File: src/rtl/sprite_spawner_if.sv
// Spawn request and sprite offset bundle between a sprite layer and its spawner.
// The requester is the master; the spawner drives the offsets and status.
interface sprite_spawner_if #(
   parameter int HWIDTH = 12,
   parameter int VWIDTH = 12
);
   logic              en;
   logic [HWIDTH-1:0] hoffset;
   logic [VWIDTH-1:0] voffset;
   logic              busy;
   logic              done;

   modport master (
      output en,
      input  hoffset,
      input  voffset,
      input  busy,
      input  done
   );

   modport slave (
      input  en,
      output hoffset,
      output voffset,
      output busy,
      output done
   );
endinterface

File: src/rtl/sprite_spawner.sv
// Linear sprite sweep from (HSRC,VSRC) to (HDST,VDST) over STEP ticks.
// Define SPAWN_LFSR_EN to gate spawn requests with a 20-bit LFSR.
module sprite_spawner #(
   parameter int HWIDTH = 12,
   parameter int VWIDTH = 12,
   parameter int HSRC   = -80,
   parameter int VSRC   = -140,
   parameter int HDST   = -120,
   parameter int VDST   = 220,
   parameter int STEP   = 32
) (
   input logic             clk,
   input logic             rst_n,
   sprite_spawner_if.slave bus
);
   localparam int SH = $clog2(STEP);
   localparam int KW = SH + 1;
   localparam int MW = (HWIDTH > VWIDTH) ? HWIDTH : VWIDTH;
   localparam int IW = MW + SH + 2;

   localparam logic signed [IW-1:0] HS = IW'(HSRC);
   localparam logic signed [IW-1:0] VS = IW'(VSRC);
   localparam logic signed [IW-1:0] HD = IW'(HDST) - HS;
   localparam logic signed [IW-1:0] VD = IW'(VDST) - VS;

   localparam logic [HWIDTH-1:0] H0 = HWIDTH'(HSRC);
   localparam logic [VWIDTH-1:0] V0 = VWIDTH'(VSRC);

   typedef enum logic {
      IDLE,
      MOVE
   } state_t;

   state_t            state, state_n;
   logic [KW-1:0]     k, k_n, kn;
   logic [HWIDTH-1:0] hoff, hoff_n;
   logic [VWIDTH-1:0] voff, voff_n;
   logic              busy_q, busy_n;
   logic              done_q, done_n;
   logic              accept;

   logic signed [IW-1:0] hprod, vprod;

`ifdef SPAWN_LFSR_EN
   logic [19:0] lfsr;

   always_ff @(posedge clk or negedge rst_n) begin
      if (!rst_n) lfsr <= 20'hA5A5A;
      else        lfsr <= {lfsr[18:0], lfsr[19] ^ lfsr[16]};
   end

   assign accept = bus.en & (lfsr[2:0] == 3'b111);
`else
   assign accept = bus.en;
`endif

   // floor((DST-SRC)*k/STEP) via arithmetic shift; IW leaves headroom
   assign kn    = k + KW'(1);
   assign hprod = HD * $signed(IW'(kn));
   assign vprod = VD * $signed(IW'(kn));

   always_ff @(posedge clk or negedge rst_n) begin
      if (!rst_n) begin
         state  <= IDLE;
         k      <= '0;
         hoff   <= H0;
         voff   <= V0;
         busy_q <= 1'b0;
         done_q <= 1'b0;
      end else begin
         state  <= state_n;
         k      <= k_n;
         hoff   <= hoff_n;
         voff   <= voff_n;
         busy_q <= busy_n;
         done_q <= done_n;
      end
   end

   always_comb begin
      state_n = state;
      k_n     = k;
      hoff_n  = H0;
      voff_n  = V0;
      busy_n  = 1'b0;
      done_n  = 1'b0;
      unique case (state)
         IDLE: begin
            if (accept) begin
               state_n = MOVE;
               k_n     = '0;
               busy_n  = 1'b1;
            end
         end
         MOVE: begin
            if (k == KW'(STEP)) begin
               state_n = IDLE;
               k_n     = '0;
            end else begin
               k_n    = kn;
               hoff_n = HWIDTH'(HS + (hprod >>> SH));
               voff_n = VWIDTH'(VS + (vprod >>> SH));
               busy_n = 1'b1;
               done_n = (kn == KW'(STEP));
            end
         end
         default: state_n = IDLE;
      endcase
   end

   assign bus.hoffset = hoff;
   assign bus.voffset = voff;
   assign bus.busy    = busy_q;
   assign bus.done    = done_q;
endmodule

File: src/flat_wrapper.sv
// flat-port wrapper written by rule: the top's interface ports become plain ports
module sprite_spawner_flat 
#(
   parameter int HWIDTH = 12,
   parameter int VWIDTH = 12,
   parameter int HSRC   = -80,
   parameter int VSRC   = -140,
   parameter int HDST   = -120,
   parameter int VDST   = 220,
   parameter int STEP   = 32
)
  (clk, rst_n, bus_en, bus_hoffset, bus_voffset, bus_busy, bus_done);
  sprite_spawner_if #(.HWIDTH(HWIDTH), .VWIDTH(VWIDTH)) bus_i ();
  input logic clk;
  input logic rst_n;
  input wire logic [$bits(bus_i.en)-1:0] bus_en;
  output wire logic [$bits(bus_i.hoffset)-1:0] bus_hoffset;
  output wire logic [$bits(bus_i.voffset)-1:0] bus_voffset;
  output wire logic [$bits(bus_i.busy)-1:0] bus_busy;
  output wire logic [$bits(bus_i.done)-1:0] bus_done;
  assign bus_i.en = bus_en;
  assign bus_hoffset = bus_i.hoffset;
  assign bus_voffset = bus_i.voffset;
  assign bus_busy = bus_i.busy;
  assign bus_done = bus_i.done;
  sprite_spawner #(.HWIDTH(HWIDTH), .VWIDTH(VWIDTH), .HSRC(HSRC), .VSRC(VSRC), .HDST(HDST), .VDST(VDST), .STEP(STEP)) u_core (.clk(clk), .rst_n(rst_n), .bus(bus_i));
endmodule
File: config.mk
export PLATFORM = sky130hd
export DESIGN_NAME = sprite_spawner_flat
export DESIGN_NICKNAME = d
export VERILOG_FILES = /design/src/rtl/sprite_spawner_if.sv /design/src/rtl/sprite_spawner.sv /design/src/flat_wrapper.sv
export SDC_FILE = /design/constraint.sdc
export NUM_CORES = 1
export LEC_CHECK = 0
export ABC_CLOCK_PERIOD_IN_PS = 5150
export CAP_MARGIN = 40
export CORE_ASPECT_RATIO = 0.75
export CORE_MARGIN = 3
export CORE_UTILIZATION = 50
export DETAILED_ROUTE_END_ITERATION = 7
export GPL_TIMING_DRIVEN = 0
export HOLD_SLACK_MARGIN = 0.03
export PLACE_DENSITY = 0.72
export SYNTH_ARGS = -nofsm -noshare
export SYNTH_HDL_FRONTEND = slang
export SYNTH_SLANG_ARGS = --single-unit
File: constraint.sdc
create_clock -name clk -period 5.15 [get_ports clk]
set_input_delay 0.7725 -clock clk [delete_from_list [all_inputs] [get_ports clk]]
set_output_delay 0.7725 -clock clk [all_outputs]
set_load 0.05 [all_outputs]
==> results of run 1 <==
worst max-delay path: cells and delay by family, from the launching register on:
family	cells	cell delay, ns
simple gates	3	0.79
xor+xnor	1	0.61
buf+inv	2	0.27
fa+ha+maj	5	1.82
flops	1	0.53
compound gates	4	0.60
state kept, by name, indices dropped and copies added (netlist names):
name                cells
u_core.bus.done         1
u_core.bus.hoffset     12
u_core.bus.voffset     12
u_core.k                6
u_core.state            1
routing by layer:
metal,vias up,global-route usage,share of wire,wire length [um]
met1,905,0.236,0.52,2460
met3,7,0.0401,0.061,291
met5,-,0,0,0
li1,1005,-,-,-
met2,47,0.272,0.41,1950
met4,0,0.0574,0.013,60
cell families after synthesis:
family          share of synthesized area
compound gates                      0.136
xor+xnor                           0.0532
buf+inv                            0.0541
mux                               0.00380
simple gates                        0.150
fa+ha+maj                           0.292
flops                               0.311
per-stage QoR:
stage | cells | utilization
2_1_floorplan | 272 | -
3_3_place_gp | 372 | 0.603
3_5_place_dp | 373 | 0.609
4_1_cts | 381 | 0.631
5_1_grt | 381 | 0.631
6_report | 381 | 0.631
final cells by class:
class / instances / share of cell area
buffer: 1 / 0.00119
clock buffer: 6 / 0.0231
clock inverter: 2 / 0.0112
inverter: 37 / 0.0442
multi-input combinational: 202 / 0.533
sequential: 32 / 0.261
tap: 72 / 0.0287
timing repair buffer: 29 / 0.0980
placed cells by master, fill, tap and decap left out, types with 3 or more instances in the layout:
cell,synthesis,routed
dfrtp_1,17,17
o21ai_0,11,11
nor2_1,15,15
clkdlybuf4s50_1,0,28
ha_1,44,44
inv_1,36,36
nand2b_1,3,3
xor2_1,7,7
and2_1,7,7
nor3_1,4,4
xnor2_1,9,9
a21o_1,5,5
and3_1,4,4
fa_1,11,11
a21oi_1,10,10
nand2_1,24,24
clkbuf_8,0,5
nor2b_1,3,3
dfstp_2,15,15
nand3_1,8,8
o21ai_1,3,3
how the worst max path moves through the flow:
stage	cells after the start	start	slack, ns	end
final	15	u_core.k[0]$_DFFE_PN0P_	0.45	u_core.bus.voffset[9]$_DFF_PN1_
after global routing	15	u_core.k[0]$_DFFE_PN0P_	0.18	u_core.bus.voffset[9]$_DFF_PN1_
after CTS	15	u_core.k[0]$_DFFE_PN0P_	0.42	u_core.bus.voffset[9]$_DFF_PN1_
after detailed placement	15	u_core.k[0]$_DFFE_PN0P_	0.46	u_core.bus.voffset[9]$_DFF_PN1_
after global placement	15	u_core.k[0]$_DFFE_PN0P_	0.49	u_core.bus.voffset[11]$_DFF_PN1_
after floorplan	15	u_core.k[0]$_DFFE_PN0P_	0.97	u_core.bus.voffset[9]$_DFF_PN1_
==> summary.md, run 1 <==
| Metric | Value |
|---|---|
| Critical path's slowest cell | `xnor2_1` |
| CTS Root Cell | `clkbuf_8` |
| Top cells by count, synth | `ha_1 (44), inv_1 (36), nand2_1 (24)` |
| Cts bufs inserted | `5` |
| Design area | `3140 um2` |
| H-tree depth | `2` |
| Seq/Total Area, Yosys | `0.311` |
| Post-DP Area | `3030 um2` |
| Critical path arrival | `4.90 ns` |
| Core area | `4980 um2` |
| Syn Std Cell Area | `2640 um2` |
| CP max FO | `8` |
| Hold/Removal Path Class | `reg -> reg` |
| # fillers | `413` |
| Syn-to-layout area delta | `19.2%` |
| Grt ovf | `0` |
| R2R Path End | `u_core.bus.voffset[9]$_DFF_PN1_` |
| Synth Net Count | `330` |
| CTS tree | `yes` |
| RSZ-0062 raised after global routing | `false` |
| Antenna diodes | `0` |
| Initial DRC count | `80` |
| Top post-synthesis cells by area | `ha_1 (21%), dfrtp_1 (16%), dfstp_2 (15%), fa_1 (8.4%), inv_1 (5.1%)` |
| First-pass GRT wire length | `8.42 mm` |
| Most used DFF post-synth | `dfrtp_1` |
| DRT antenna net count | `0` |
| # rows | `22` |
| Die Width | `89.8 um` |
| Port bufs | `28` |
| Clk buf depth | `2` |
| Worst Hold Depth | `2` |
| Final min period | `4.70 ns` |
| Initial antenna violation count | `0` |
| Final count of negative-setup-slack endpoints | `0` |
| Worst Setup End Kind | `flop` |
| Largest net degree at the start of global routing | `19` |
| Status | `finished clean` |
| Most frequent cell after synthesis | `ha_1` |
| Number of global-route vias before repair | `1809` |
| Seq cells post-synth | `32` |
| Final-report hold violation count | `0` |
| Share of the synthesized area in the top cell type | `0.209` |
| Clk_skew | `0.00682 ns` |
| Hold EP | `u_core.k[5]$_DFFE_PN0P_` |
| Share of cells above drive strength 1 | `0.0939` |
| Avg Vias per Cell | `5.15` |
| Syn Area/Cell | `9.69 um2` |
| Hold Path Origin | `u_core.k[5]$_DFFE_PN0P_` |
| Hold Slack | `0.580 ns` |
| CTS-repair resized insts | `0` |
| Sink Count | `32` |
| Leading area contributor after synthesis | `ha_1` |
| Starting Density | `0.529` |
| Die area | `6190 um2` |
| PnR worst setup slack | `0.447 ns` |
| Required time worst endpoint | `5.34 ns` |
| Type of origin of the critical path | `flop` |
| Count of cell types in the netlist | `46` |
| Crit Path Class | `reg -> reg` |
| Max_slew headroom | `0.466` |
| Worst-Margin Slew | `0.798 ns` |
| Post-synth EDFFs | `0` |
| Synth warnings | `0` |
| Post-CTS setup buffers | `0` |
| CP peak stage delay | `0.61 ns` |
| Synth async-reset ratio | `1.00` |
| Area of the multi-input gates | `1670 um2` |
| Hold-fix buffers, CTS | `0` |
| R2r startpoint | `u_core.k[0]$_DFFE_PN0P_` |
| Total track usage | `0.172` |
| Fmax | `213 MHz` |
| Max cap viols | `0` |
| Die height | `68.9 um` |
| R2R setup slack | `0.45 ns` |
| Cell mode on critical path | `ha_1` |
| WL per Instance | `12.5 um` |
| Final Cycle Share | `0.913` |
| DRT Pass-1 Iters | `4` |
| Final wirelength | `4.76 mm` |
| Worst-Skew Late Latency | `0.29 ns` |
| CTS clk-pin slew, worst paths | `0.07 ns` |
| Final TNS setup | `0 ns` |
| Worst slack, placed | `0.456 ns` |
| Crit-path cells | `ha_1 > nand3_1 > xnor2_1 > inv_1 > ha_1 > fa_1 > inv_1 > ha_1 > ha_1 > a21o_1 > a32o_1 > or4_4 > o311ai_4 > and3_1 > o21ai_1` |
| Reg area | `820 um2` |
| Routed vias | `1964` |
| Worst Reg-to-Reg Cells | `15` |
| DRC errors left | `0` |
| HPWL Detailed | `3.80 mm` |
| Syn Inst Count | `272` |
| Ports | `29` |
| Placer Congestion | `0.807` |
| Pins Over Slew Limit | `0` |
| Final nets | `366` |
Power of run 1 is left out: the tool's default activity adds up to more than one toggle a clock period on the data nets, which glitch-free logic cannot reach.
==> run 2: changes to the inputs <==
Settings changed: CORE_MARGIN 3 to 1, GPL_TIMING_DRIVEN 0 to default.
==> run 2 against run 1 <==
Core utilization shrank 0.30 points. Worst setup slack gained 0.25 ns. Fmax grew 5.6%. Global-route usage grew 3.4 points. Worst hold slack lost 0.00091 ns. Critical path type unchanged. Critical endpoint unchanged.
==> summary.md, run 2 (synthesis gave the netlist of run 1 again) <==
| Metric | Value |
|---|---|
| Hold-fix buffers, CTS | `0 (unchanged)` |
| CP Capture Point | `u_core.bus.voffset[9]$_DFF_PN1_` |
| Critical path arrival | `4.66 ns (-0.24 ns)` |
| Number of global-route vias before repair | `1925 (+6.4%)` |
| Clk_skew | `0.00433 ns (-0.00250 ns)` |
| RSZ-0062 raised after global routing | `false` |
| Post-CTS setup buffers | `0 (unchanged)` |
| Final Cycle Share | `0.865 (-0.0481)` |
| Die Width | `85.8 um (-4.5%)` |
| Initial DRC count | `123 (+54%)` |
| Final wirelength | `4.90 mm (+3.0%)` |
| R2R setup slack | `0.69 ns (+0.25 ns)` |
| Avg Vias per Cell | `5.12 (-0.67%)` |
| Antenna diodes | `0 (unchanged)` |
| R2R Path End | `u_core.bus.voffset[9]$_DFF_PN1_` |
| Cts bufs inserted | `5 (unchanged)` |
| Starting Density | `0.529 (unchanged)` |
| Clk buf depth | `2 (unchanged)` |
| Ports | `29 (unchanged)` |
| Sink Count | `32 (unchanged)` |
| Final-report hold violation count | `0 (unchanged)` |
| Commonest cells after routing, fill and taps aside | `ha_1 (44), inv_1 (36), clkdlybuf4s50_1 (28)` |
| Critical path's slowest cell | `fa_1` |
| Hold Slack | `0.579 ns (-0.000912 ns)` |
| CTS clk-pin slew, worst paths | `0.06 ns (about the same)` |
| CTS Root Cell | `clkbuf_8` |
| Final count of negative-setup-slack endpoints | `0 (unchanged)` |
| Required time worst endpoint | `5.36 ns (+0.02 ns)` |
| Core area | `4980 um2 (unchanged)` |
| Syn-to-layout area delta | `18.6%` |
| WL per Instance | `12.8 um (+2.4%)` |
| Worst Setup End Kind | `flop` |
| Worst-Skew Late Latency | `0.28 ns (about the same)` |
| Hold/Removal Path Class | `reg -> reg` |
| Crit Path Class | `reg -> reg` |
| Port bufs | `28 (unchanged)` |
| Hold Path Origin | `u_core.k[5]$_DFFE_PN0P_` |
| Commonest non-fill, non-tap cell in the layout | `ha_1` |
| Worst Reg-to-Reg Cells | `16 (+1)` |
| Status | `finished clean` |
| DRC errors left | `0 (unchanged)` |
| R2r startpoint | `u_core.k[0]$_DFFE_PN0P_` |
| CP peak stage delay | `0.58 ns (-0.03 ns)` |
| Die height | `64.9 um (-5.8%)` |
| CTS tree | `yes` |
| Total track usage | `0.206 (+0.0344)` |
| Fmax | `224 MHz (+5.6%)` |
| CTS-repair resized insts | `0 (unchanged)` |
| Die area | `5570 um2 (-10%)` |
| Final nets | `368 (+0.55%)` |
| Max cap viols | `0 (unchanged)` |
| Crit path launch | `u_core.k[0]$_DFFE_PN0P_` |
| First-pass GRT wire length | `8.86 mm (+5.2%)` |
| CP max FO | `8 (unchanged)` |
| Pins Over Slew Limit | `0 (unchanged)` |
| Max_slew headroom | `0.555 (+0.0887)` |
| Crit-path cells | `and3_1 > nand3_1 > xor2_1 > inv_1 > ha_1 > ha_1 > inv_1 > fa_1 > inv_1 > ha_1 > a21o_1 > a32o_1 > or4_4 > o311ai_4 > and3_1 > o21ai_1` |
| Initial antenna violation count | `0 (unchanged)` |
| Type of origin of the critical path | `flop` |
| Final TNS setup | `0 ns (unchanged)` |
| Routed vias | `1961 (-0.15%)` |
| HPWL Detailed | `3.94 mm (+3.9%)` |
| DRT Pass-1 Iters | `4 (unchanged)` |
| Share of cells above drive strength 1 | `0.103 (+0.00904)` |
| Final min period | `4.46 ns (-0.248 ns)` |
| Placer Congestion | `0.852 (+5.5%)` |
| Grt ovf | `0 (unchanged)` |
| Worst-Margin Slew | `0.665 ns (-0.133 ns)` |
| H-tree depth | `2 (unchanged)` |
| DRT antenna net count | `0 (unchanged)` |
| # rows | `22 (unchanged)` |
| Largest net degree at the start of global routing | `33 (+14)` |
[run 2: cell count changes in the layout (fill, tap and decap cells not counted)]
cell        previous run  this run
clkinvlp_4             0         1
clkinv_2               1         0
clkbuf_1               2         1
buf_4                  0         4
bufinv_16              1         0
buf_16                 1         0
clkbuf_8               5         6
[run 2: critical path: cells and delay by family (launching register included)]
family	cells	cell delay (ns)
adder cells (fa/ha/maj)	4	1.55
buffers and inverters	3	0.34
AO/OA/AOI/OAI	4	0.61
XOR/XNOR	1	0.35
flip-flops	1	0.50
AND/OR/NAND/NOR	4	1.05
[run 2: how the worst min path moves through the flow]
stage | endpoint | slack, ns | cells past startpoint
CTS | u_core.k[5]$_DFFE_PN0P_ | 0.58 | 2
floorplan | u_core.bus.done$_DFF_PN0_ | 0.48 | 0
global placement | u_core.k[5]$_DFFE_PN0P_ | 0.56 | 2
global route | u_core.k[5]$_DFFE_PN0P_ | 0.60 | 2
finish | u_core.k[5]$_DFFE_PN0P_ | 0.58 | 2
detailed placement | u_core.k[5]$_DFFE_PN0P_ | 0.55 | 2
[run 2: layout make-up]
type,instances,area (um2)
fillers,431,1860
multi-input cells,202,1670
flip-flops and latches,32,820
repair buffers,32,310
inverters,37,139
well taps,72,90.1
clock buffers,7,86.3
clock inverters,1,7.51
[run 2: stage by stage]
step | utilization | setup slack (ns) | std cells | area [um2]
2_1_floorplan | - | 0.968 | 272 | 2640
3_3_place_gp | 0.609 | 0.816 | 375 | 3030
3_5_place_dp | 0.609 | 0.691 | 375 | 3030
4_1_cts | 0.628 | 0.675 | 383 | 3130
5_1_grt | 0.628 | 0.374 | 383 | 3130
6_report | 0.628 | 0.695 | 383 | 3130
[run 2: routing by layer]
| metal | track usage | part of all wire | vias to the layer above |
|---|---|---|---|
| met5 | 0 | 0 | - |
| li1 | - | - | 1009 |
| met3 | 0.0611 | 0.048 | 4 |
| met4 | 0.0375 | 0.0055 | 0 |
| met1 | 0.286 | 0.53 | 903 |
| met2 | 0.322 | 0.42 | 45 |
Power of run 2 is left out for the same reason.
==> patch 1, RTL diff (config.mk and constraints of run 2) <==
`VDST` is set to 220 in 2 places; all go to 110.
--- a/src/rtl/sprite_spawner.sv
+++ b/src/rtl/sprite_spawner.sv
@@ -6,7 +6,7 @@
    parameter int HSRC   = -80,
    parameter int VSRC   = -140,
    parameter int HDST   = -120,
-   parameter int VDST   = 220,
+   parameter int VDST   = 110,
    parameter int STEP   = 32
 ) (
    input logic             clk,
--- a/src/flat_wrapper.sv
+++ b/src/flat_wrapper.sv
@@ -6,7 +6,7 @@
    parameter int HSRC   = -80,
    parameter int VSRC   = -140,
    parameter int HDST   = -120,
-   parameter int VDST   = 220,
+   parameter int VDST   = 110,
    parameter int STEP   = 32
 )
   (clk, rst_n, bus_en, bus_hoffset, bus_voffset, bus_busy, bus_done);
Formal check against the unedited RTL: not equivalent (Yosys sat finds a counterexample within 4 cycles, from zero or initial values and one cycle with rst_n low).
==> patch 1 against run 2 <==
  * Cell area is 10% higher
  * Routed wire length is 17% higher
  * Final cell count is 9.7% higher
  * Area after synthesis is 11% higher
  * Worst setup slack worse by 400 ps
  * Non-clock buffer count is 4 higher
  * Global-route usage is 0.28 points higher
  * Sequential cell count stayed put
  * First-iteration DRC count is 54% higher
  * Die area is 11% higher
  * Critical path depth is 1 higher
  * Fmax is 8.2% lower
Power is not shown: default switching activity piles up to over one toggle a cycle in this logic, so the estimate is an artifact.
==> patch 1: results (changes against run 2) <==
drt wl/cell=13.66 um (was 12.80 um); Setup crit end kind=register (unchanged); via count=2184 (was 1961); post-synthesis sequential area ratio=0.2802 (was 0.3109); Max FO, Critical Path=7 (was 8); outcome=finished clean (unchanged); layout cells sized above 1=0.1304 (was 0.1029); top_reg_cell synth=dfrtp_1 (unchanged); WP data arrival=5040 ps (was 4660 ps); gr usage total=0.2089 (was 0.2061); number of synthesized flops with an enable pin=0 (unchanged); Pre-antenna DRT Iters=4 (unchanged); I/O Buffers=28 (unchanged); Unique masters post-synth=46 (unchanged); Final Hold Fails=0 (unchanged); HPWL Detailed=4543 um (was 3942 um); capture point of the worst reg-to-reg path=u_core.bus.voffset[11]$_DFF_PN1_ (was u_core.bus.voffset[9]$_DFF_PN1_); Async SR Flop Fraction=1.000 (unchanged); Worst-path clk slew=70 ps; Max Buffers Root-to-Sink=2 (unchanged); htree depth=2 (unchanged); Syn Nets=371 (was 330); Ant. Diodes=0 (unchanged); Initial DRC Count=190 (was 123); CTS resizes=0 (unchanged); routability cong.=0.8795 (was 0.8515); yosys warns=0 (unchanged); vias in the first global route=2023 (was 1925); RR Startpoint=u_core.k[1]$_DFFE_PN0P_ (was u_core.k[0]$_DFFE_PN0P_); largest net degree at the start of global routing=33 (unchanged); synth cell count leaders=inv_1 (47), ha_1 (45), nand2_1 (23) (was ha_1 (44), inv_1 (36), nand2_1 (24)); Area contributors post-synth=ha_1 (19%), dfrtp_1 (15%), dfstp_2 (13%) (was ha_1 (21%), dfrtp_1 (16%), dfstp_2 (15%)); Nets=406 (was 368); r2r setup slk=300 ps (was 690 ps); Root Driver=clkbuf_8 (unchanged); Worst Hold End=u_core.k[2]$_DFFE_PN0P_ (was u_core.k[5]$_DFFE_PN0P_); Setup Skew=4.690 ps (was 4.326 ps); Worst R2R Path Depth=17 (was 16); post-CTS repair timing setup buffer count=0 (unchanged); slew of the pin with the lowest slew margin=665.5 ps (was 665.4 ps); first-pass GRT wire length=9977 um (was 8859 um); Hold Path Origin=u_core.k[2]$_DFFE_PN0P_ (was u_core.k[5]$_DFFE_PN0P_); Clk Latency, worst-skew pair=280 ps (about the same); Hold/Removal Path Class=register to register (unchanged); antenna violations before repair=0 (unchanged); hold path cells=1 (was 2)
-- patch 1: cell types whose count changed in the layout (fill, tap and decap cells not counted), moves of 4 or more --
| cell | delta |
|---|---|
| xor2_1 | -4 |
| buf_4 | +4 |
| inv_1 | +11 |
| xnor2_1 | +7 |
| o21ai_0 | +9 |
| and3_1 | +4 |
-- patch 1: area by class of cell --
type,count,area (um2)
Tap cell,75,93.84
Inverter,47,176.4
Clock buffer,7,96.34
Timing Repair Buffer,36,340.3
Fill cell,458,2044
Clock inverter,1,30.03
Sequential cell,32,820.8
Multi-Input combinational cell,222,1894
-- patch 1: stage by stage --
step                      area [um2]  setup WS, ps  hold WS (ps)  setup TNS (ps)  cells
final                           3452         296.3         551.2               0    420
after global routing            3452        -30.99         584.3          -30.99    420
after CTS                       3438         152.3         563.6               0    420
after detailed placement        3312         234.8         558.3               0    412
after global placement          3312         380.2         538.2               0    412
after floorplan                 2925         322.3         476.9               0    309
-- patch 1: critical path, stage by stage (launching register included) --
cell      delay (ps)
dfrtp_1          450
and3_2           290
and3_4           210
xnor2_4          150
inv_1             70
ha_1             330
ha_1             190
a21o_1           230
fa_1             500
fa_1             510
inv_1             40
ha_1             380
a21o_1           240
a221oi_2         290
xnor2_1          210
nor4_4           360
nor2_1           100
o21ai_0          200
-- patch 1: logic make-up after synthesis --
logic type / share of synthesized area
AOI/OAI and AO/OA: 0.1292
buffers and inverters: 0.07656
DFF: 0.2802
adders and majority gates: 0.2883
and+or+nand+nor: 0.1523
muxes: 0.007271
xor gates and xnor gates: 0.06630
-- patch 1: worst max-delay path by stage --
stage / from / to / slack [ps] / cells past startpoint
6_report: u_core.k[1]$_DFFE_PN0P_ / u_core.bus.voffset[11]$_DFF_PN1_ / 300 / 17
5_1_grt: u_core.k[1]$_DFFE_PN0P_ / u_core.bus.voffset[11]$_DFF_PN1_ / -30 / 18
4_1_cts: u_core.k[1]$_DFFE_PN0P_ / u_core.bus.voffset[9]$_DFF_PN1_ / 150 / 18
3_5_place_dp: u_core.k[1]$_DFFE_PN0P_ / u_core.bus.voffset[8]$_DFF_PN1_ / 230 / 17
3_3_place_gp: u_core.k[2]$_DFFE_PN0P_ / u_core.bus.voffset[7]$_DFF_PN0_ / 380 / 18
2_1_floorplan: u_core.k[0]$_DFFE_PN0P_ / u_core.bus.voffset[10]$_DFF_PN1_ / 320 / 20
-- patch 1: per-layer routing --
metal | GRT usage | share of wire | vias up
met1 | 0.3234 | 0.54 | 1009
li1 | - | - | 1107
met5 | 0 | 0 | -
met4 | 0.06048 | 0.0096 | 0
met2 | 0.3006 | 0.39 | 63
met3 | 0.02778 | 0.051 | 5
==> patch 2, RTL diff (config.mk and constraints of run 2) <==
Made on the original files. `STEP` is set to 32 in 2 places; all go to 64.
--- a/src/rtl/sprite_spawner.sv
+++ b/src/rtl/sprite_spawner.sv
@@ -7,7 +7,7 @@
    parameter int VSRC   = -140,
    parameter int HDST   = -120,
    parameter int VDST   = 220,
-   parameter int STEP   = 32
+   parameter int STEP   = 64
 ) (
    input logic             clk,
    input logic             rst_n,
--- a/src/flat_wrapper.sv
+++ b/src/flat_wrapper.sv
@@ -7,7 +7,7 @@
    parameter int VSRC   = -140,
    parameter int HDST   = -120,
    parameter int VDST   = 220,
-   parameter int STEP   = 32
+   parameter int STEP   = 64
 )
   (clk, rst_n, bus_en, bus_hoffset, bus_voffset, bus_busy, bus_done);
   sprite_spawner_if #(.HWIDTH(HWIDTH), .VWIDTH(VWIDTH)) bus_i ();
Function: changed (a bounded check fails within 4 cycles, from zero or initial values and one cycle with rst_n low).
==> patch 2 against run 2 <==
  * Cell area rose by 12%
  * Via count up 19%
  * Hold slack worse by 5.0 ps
  * Sequential cell count rose by 1
  * Worst setup slack worse by 210 ps
  * Routed wire length up 25%
  * Count of clock-buffer cells in the layout did not move
  * Area after synthesis increased by 14%
  * Highest routed layer unchanged
  * First-iteration DRC count is 12% higher
  * Non-clock buffer count increased by 2
  * Sequential share of layout area fell by 2.1 points
Power is left out: the tool's default activity adds up to more than one toggle a clock period on the data nets, which glitch-free logic cannot reach.
==> patch 2: results (changes against run 2) <==
outcome=finished clean (unchanged); WP data arrival=4820 ps (was 4660 ps); drt wl/cell=13.91 um (was 12.80 um); Setup Skew=6.697 ps (was 4.326 ps); Pins Over Slew Limit=0 (unchanged); Critical-path top delay cell=fa_1 (unchanged); GR Layer Usage met3=0.03532 (was 0.06115); first-pass GRT wire length=10690 um (was 8859 um); M1 WL=3255 um (was 2579 um); synth cell count leaders=inv_1 (48), ha_1 (47), nor2_1 (23) (was ha_1 (44), inv_1 (36), nand2_1 (24)); Unique masters post-synth=54 (was 46); post-synthesis sequential area ratio=0.2810 (was 0.3109); Placed Area=3406 um2 (was 3033 um2); routability cong.=0.8839 (was 0.8515); gr usage total=0.2129 (was 0.2061); largest net degree at the start of global routing=34 (was 33); Nets=422 (was 368); CP Capture Point=u_core.bus.voffset[7]$_DFF_PN0_ (was u_core.bus.voffset[9]$_DFF_PN1_); post-synthesis xor/xnor area fraction=0.06703 (was 0.05316); Max FO, Critical Path=7 (was 8); HPWL Detailed=4931 um (was 3942 um); layout cells sized above 1=0.1133 (was 0.1029); vias in the first global route=2267 (was 1925); met3 wire length=383 um (was 235 um); hold slack=573.7 ps (was 578.7 ps); Synth Area in Compound Gates=0.1582 (was 0.1357); met1 usage=0.3427 (was 0.2864); Area contributors post-synth=ha_1 (20%), dfrtp_1 (15%), dfstp_2 (13%) (was ha_1 (21%), dfrtp_1 (16%), dfstp_2 (15%)); Initial DRC Count=138 (was 123); met2 Use GR=0.2957 (was 0.3220); r2r setup slk=480 ps (was 690 ps)
[patch 2: cell types whose count changed after synthesis, moves of 3 or more]
cell / delta
inv_1: +12
nor2_1: +8
xnor2_1: +8
nand2_1: -6
a21oi_1: +5
a21o_1: +4
and2_1: -3
and3_1: +3
ha_1: +3
o311ai_1: +3
[patch 2: through the flow]
step,instances,util,setup WS (ps)
after detailed placement,432,0.5877,504.3
after floorplan,324,-,582.1
after global placement,432,0.5877,589.0
after CTS,440,0.6051,483.5
final,440,0.6051,482.1
after global routing,440,0.6051,117.9
[patch 2: layout make-up]
type | count | area (um2)
Multi-Input combinational cell | 238 | 1954
Tap cell | 78 | 97.59
Timing Repair Buffer | 34 | 325.3
Clock inverter | 1 | 5.005
Fill cell | 526 | 2288
Sequential cell | 33 | 844.6
Clock buffer | 7 | 96.34
Inverter | 49 | 183.9
